==> config.mk <==
export PLATFORM = sky130hd
export DESIGN_NAME = usbf_dma_arb
export DESIGN_NICKNAME = d
export VERILOG_FILES = /design/src/rtl/usbf_dma_arb.sv
export SDC_FILE = /design/constraint.sdc
export NUM_CORES = 1
export LEC_CHECK = 0
export CORE_MARGIN = 2
export CORE_UTILIZATION = 24
export DETAILED_ROUTE_END_ITERATION = 7
export DONT_BUFFER_PORTS = 1
export PLACE_DENSITY = 0.48
export SLEW_MARGIN = 0
export SYNTH_ARGS = -nofsm -noshare
export SYNTH_HDL_FRONTEND = slang
export SYNTH_SLANG_ARGS = --single-unit
export TNS_END_PERCENT = 30
==> constraint.sdc <==
create_clock -name clk -period 1.5 [get_ports clk]
set_input_delay 0.3 -clock clk [delete_from_list [all_inputs] [get_ports clk]]
set_output_delay 0.3 -clock clk [all_outputs]
set_load 0.05 [all_outputs]
==> src/rtl/usbf_dma_arb.sv <==
// Round-robin arbiter sharing one DMA channel among the endpoint
// register files, with a per-grant burst limit.
module usbf_dma_arb #(
  parameter int EP_CNT    = 4,
  parameter int SEL_W     = 2,
  parameter int BURST_LEN = 16
) (
  input  logic              clk,
  input  logic              rst,
  input  logic [EP_CNT-1:0] ep_dma_req,
  input  logic [EP_CNT-1:0] ep_en,
  output logic [EP_CNT-1:0] ep_dma_ack,
  output logic              dma_req,
  output logic [SEL_W-1:0]  dma_sel,
  output logic              dma_last,
  input  logic              dma_ack,
  output logic              busy
);

  typedef enum logic [1:0] {
    IDLE = 2'd0,
    BUSY = 2'd1,
    HOLD = 2'd2
  } state_e;

  state_e state_q, state_d;

  logic [SEL_W-1:0] ptr_q, ptr_d;
  logic [SEL_W-1:0] sel_q, sel_d;
  logic [7:0]       cnt_q, cnt_d;

  logic [EP_CNT-1:0]   vreq;
  logic [2*EP_CNT-1:0] rot;
  logic [SEL_W:0]      sum;
  logic [SEL_W-1:0]    pick;
  logic [SEL_W-1:0]    nxt_ptr;
  logic                found;

  assign vreq = ep_dma_req & ep_en;

  // Rotate so bit 0 is ptr, take the first set bit, map back mod EP_CNT.
  always_comb begin
    rot   = {vreq, vreq} >> ptr_q;
    found = 1'b0;
    pick  = '0;
    sum   = '0;
    for (int i = 0; i < EP_CNT; i++) begin
      if (!found && rot[i]) begin
        found = 1'b1;
        sum   = {1'b0, ptr_q} + (SEL_W+1)'(i);
        if (sum >= (SEL_W+1)'(EP_CNT))
          sum = sum - (SEL_W+1)'(EP_CNT);
        pick  = sum[SEL_W-1:0];
      end
    end
  end

  assign nxt_ptr = (sel_q == SEL_W'(EP_CNT-1)) ?
                   '0 : sel_q + SEL_W'(1);

  always_ff @(posedge clk) begin
    if (rst) begin
      state_q <= IDLE;
      ptr_q   <= '0;
      sel_q   <= '0;
      cnt_q   <= '0;
    end else begin
      state_q <= state_d;
      ptr_q   <= ptr_d;
      sel_q   <= sel_d;
      cnt_q   <= cnt_d;
    end
  end

  always_comb begin
    state_d = state_q;
    ptr_d   = ptr_q;
    sel_d   = sel_q;
    cnt_d   = cnt_q;
    unique case (state_q)
      IDLE: begin
        if (found) begin
          sel_d   = pick;
          cnt_d   = '0;
          state_d = BUSY;
        end
      end
      BUSY: begin
        if (dma_ack) begin
          cnt_d   = cnt_q + 8'd1;
          state_d = HOLD;
        end
      end
      HOLD: begin
        if (vreq[sel_q] && cnt_q < 8'(BURST_LEN)) begin
          state_d = BUSY;
        end else begin
          ptr_d   = nxt_ptr;
          state_d = IDLE;
        end
      end
      default: state_d = IDLE;
    endcase
  end

  // An ack arriving with reset is dropped along with the grant.
  always_comb begin
    dma_req    = (state_q == BUSY);
    busy       = (state_q != IDLE);
    dma_sel    = sel_q;
    dma_last   = dma_req && (cnt_q == 8'(BURST_LEN-1));
    ep_dma_ack = '0;
    if (dma_ack && dma_req && !rst)
      ep_dma_ack[sel_q] = 1'b1;
  end

endmodule

==> impl_metrics.csv <==
group,metric,value,unit
power,power.share.sequential,37.4,%
cts,clk_pin_slew_worst_paths,0.07,ns
floorplan,dieArea,4230,um^2
timing,setup_viol,11,
timing,tightest_slew,0.344,ns
floorplan,io_pins,20,
routing,firstDrtPassIters,4,
setup_path,cp.required,1.20,ns
timing,finalCritPeriodShare,117,%
synth,synthMuxAreaShare,5.03,%
global_route,grt_pass1_wl,4010,um
power,clkPwrFrac,35.8,%
setup_path,cp.arrival,1.45,ns
timing,finalHoldViolCount,0,
global_route,grtUsageTotal,12.2,%
status,status,"finished, violations left",
synth,synth_xor_xnor_area_share,0.979,%
floorplan,dieWidth,65.1,um
cells_and_area,fillers,390,
cts,clk_latency,0.25,ns
routing,drc,0,
cells_and_area,nets,153,
cts,cts_buffers,3,
status,violations,"negative setup slack",
cts,cts_num_sinks,14,
routing,drt_wl_total,2380,um
timing,max_freq,571,MHz
cts,cts_tree,"yes",
synth,yosysSeqAreaShare,31.3,%
routing,num_vias,904,
global_route,overflow,0,
synth,synthCells,107,
setup_path,critPathMaxFanout,2,
power,vdd_drop_max,575,uV
routing,avgRoutedWirePerCell,12.9,um
synth,synth-adder-area-share,6.99,%
placed_design,dp_hpwl,1690,um
synth,syn_area,895,um^2
power,leakagePower,0.514,nW
cells_and_area,area_delta_synth_final,51.9,%
synth,synth_top_family_by_area,"simple AND/OR/NAND/NOR gates",
cts,htreeDepth,1,
floorplan,row_count,22,
power,p_sw_share,30.1,%
synth,synth.net_count,123,
timing,tns,-0.902,ns
synth,syn_avg_cell_area,8.36,um^2
min_path,holdCritStartpoint,"rst",
global_route,grt_pass1_vias,864,
min_path,hp-class,"in -> reg",
cells_and_area,drive_above_1_share,46.3,%
timing,timing.final.crit_period,1.75,ns
timing,relSlewSlack,77.1,%
synth,yosysUniqueCellTypes,36,
run,cap_violations,0,
routing,ant_nets,0,
power,switchingPower,0.323,mW
synth,synthSimpleGateAreaFrac,29.9,%
setup_path,r2r-start,"state_q[0]",
placed_design,globalplace.congestion,0.790,
setup_path,crit_start,"cnt_q[4]",
timing,setup_slack,-0.251,ns
setup_path,cp-end-kind,"output port",
synth,synth_area_leader_cell,"dfxtp_1",
routing,vias_per_cell,4.91,
setup_path,setup.worst_path.start_class,"register",
floorplan,fp.dieH,65.1,um
timing,drv_slew,0,
cts,clockBufferDepth,2,
synth,synth_top_area_share,31.3,%
placed_design,place_ws,-0.123,ns
setup_path,worstSetupPathType,"reg -> out",
power,power.density,791,nW/um^2
global_route,grt_start_max_net_pins,11,
routing,drt-initial-drc-count,42,
power,combPwrFrac,26.8,%
floorplan,core_area,3630,um^2
synth,synth_compound_area_share,21.1,%
cells_and_area,stdcell_area,1360,um^2
placed_design,io_buffers,0,
synth,ys_warn_count,0,
cells_and_area,diodes,0,
timing,rsz0062_at_grt,"true",
cts,root_buffer,"clkbuf_8",
synth,synth_area_leaders,"dfxtp_1 (31%), ha_1 (7.0%), mux4_2 (5.0%)",
floorplan,start_util,24.6,%
global_route,antenna_found_initial,0,
timing,fin_worst_skew,0.00466,ns
power,p_int,0.751,mW
synth,ys_ff_latch,14,
placed_design,dpl_cell_area,1180,um^2
==> cells in the mapped netlist <==
| master | n |
|---|---|
| a21o_1 | 1 |
| clkbuf_1 | 3 |
| o32ai_1 | 1 |
| nand2_1 | 10 |
| nor2b_1 | 2 |
| xor2_1 | 1 |
| nand2b_1 | 3 |
| inv_1 | 5 |
| nor3_1 | 5 |
| o211ai_1 | 1 |
| a22oi_1 | 2 |
| nand3b_1 | 1 |
| o21a_1 | 1 |
| o21ai_0 | 3 |
| o221a_2 | 1 |
| or4_1 | 4 |
| o311ai_0 | 1 |
| nand4_1 | 1 |
| or2_2 | 2 |
| dfxtp_1 | 14 |
| o31ai_1 | 3 |
| nand4b_1 | 1 |
| a31o_2 | 1 |
| a311o_1 | 1 |
| nor3b_1 | 1 |
| o31a_1 | 1 |
| ha_1 | 5 |
| a32oi_1 | 2 |
| buf_6 | 1 |
| nand3_1 | 7 |
| and3_2 | 1 |
| mux4_2 | 2 |
| or3_2 | 2 |
| nor2_1 | 5 |
| a21oi_1 | 8 |
| and2_1 | 4 |
==> state kept, by name, indices dropped and copies added (netlist names) <==
name	cells
state_q	2
ptr_q	2
cnt_q	8
dma_sel	2
==> per-layer routing <==
| metal | vias to the layer above | routed length [um] | track usage, % |
|---|---|---|---|
| li1 | 460 | - | - |
| met1 | 420 | 1070 | 15.2 |
| met2 | 20 | 1190 | 20.5 |
| met3 | 4 | 102 | 4.17 |
| met4 | 0 | 15 | 2.34 |
| met5 | - | 0 | 0 |
==> critical path, cell delays in order, from the launching register on <==
cell	delay, ns
dfxtp_2	0.32
or4_4	0.56
nor3_4	0.17
buf_12	0.16
==> layout make-up <==
type	count	area [um^2]	area share, %
clock buffers	4	55.1	4.05
inverters	5	18.8	1.38
multi-input cells	84	648	47.7
flip-flops and latches	14	289	21.3
well taps	48	60.1	4.42
repair buffers	29	288	21.2
==> cell usage in the layout, fill, tap and decap left out, drive strengths merged, types with 2 or more instances in the layout <==
master,count
nor3,5
a32oi,2
o31ai,3
or4,4
o21ai,3
nand2,10
a21oi,8
nor2b,2
ha,5
mux4,2
or2,2
and2,4
nand3,7
nor2,5
buf,29
or3,2
dfxtp,14
clkbuf,4
inv,5
a22oi,2
nand2b,3
==> timing repair <==
action,in CTS,in global routing
resized for setup,11,12
setup buffers,7,0
setup endpoints to repair,14,19
hold buffers,0,0
pin swaps,8,3
==> metrics by stage <==
step / cells / total power [mW] / util, % / hold slack, ns
3_3_place_gp: 173 / 0.642 / 32.4 / 0.372
2_1_floorplan: 107 / 0.572 / - / 0.447
5_1_grt: 184 / 1.12 / 37.4 / 0.101
3_5_place_dp: 173 / 0.643 / 32.4 / 0.376
4_1_cts: 184 / 1.06 / 36.1 / 0.109
6_report: 184 / 1.07 / 37.4 / 0.112
==> power groups by stage <==
| stage | logic (mW) | clock network (mW) | registers, mW |
|---|---|---|---|
| after floorplan | 0.148 | 0 | 0.424 |
| after global placement | 0.234 | 0 | 0.408 |
| after detailed placement | 0.234 | 0 | 0.408 |
| after CTS | 0.265 | 0.391 | 0.401 |
| after global routing | 0.310 | 0.411 | 0.404 |
| final | 0.288 | 0.385 | 0.402 |
==> final timing paths <==
path	slack, ns	cells past startpoint	to
worst max-delay path	-0.25	3	dma_last
worst min-delay path	0.11	1	state_q[1]
worst max register to register	-0.08	4	cnt_q[5]
worst min register to register	0.55	2	dma_sel[1]
==> logic make-up after synthesis <==
family	after synthesis
XOR/XNOR	1
AO/OA/AOI/OAI	27
flip-flops	14
buffers and inverters	9
AND/OR/NAND/NOR	49
multiplexers	2
adder cells (fa/ha/maj)	5
Power figures use the tool's default switching activity.
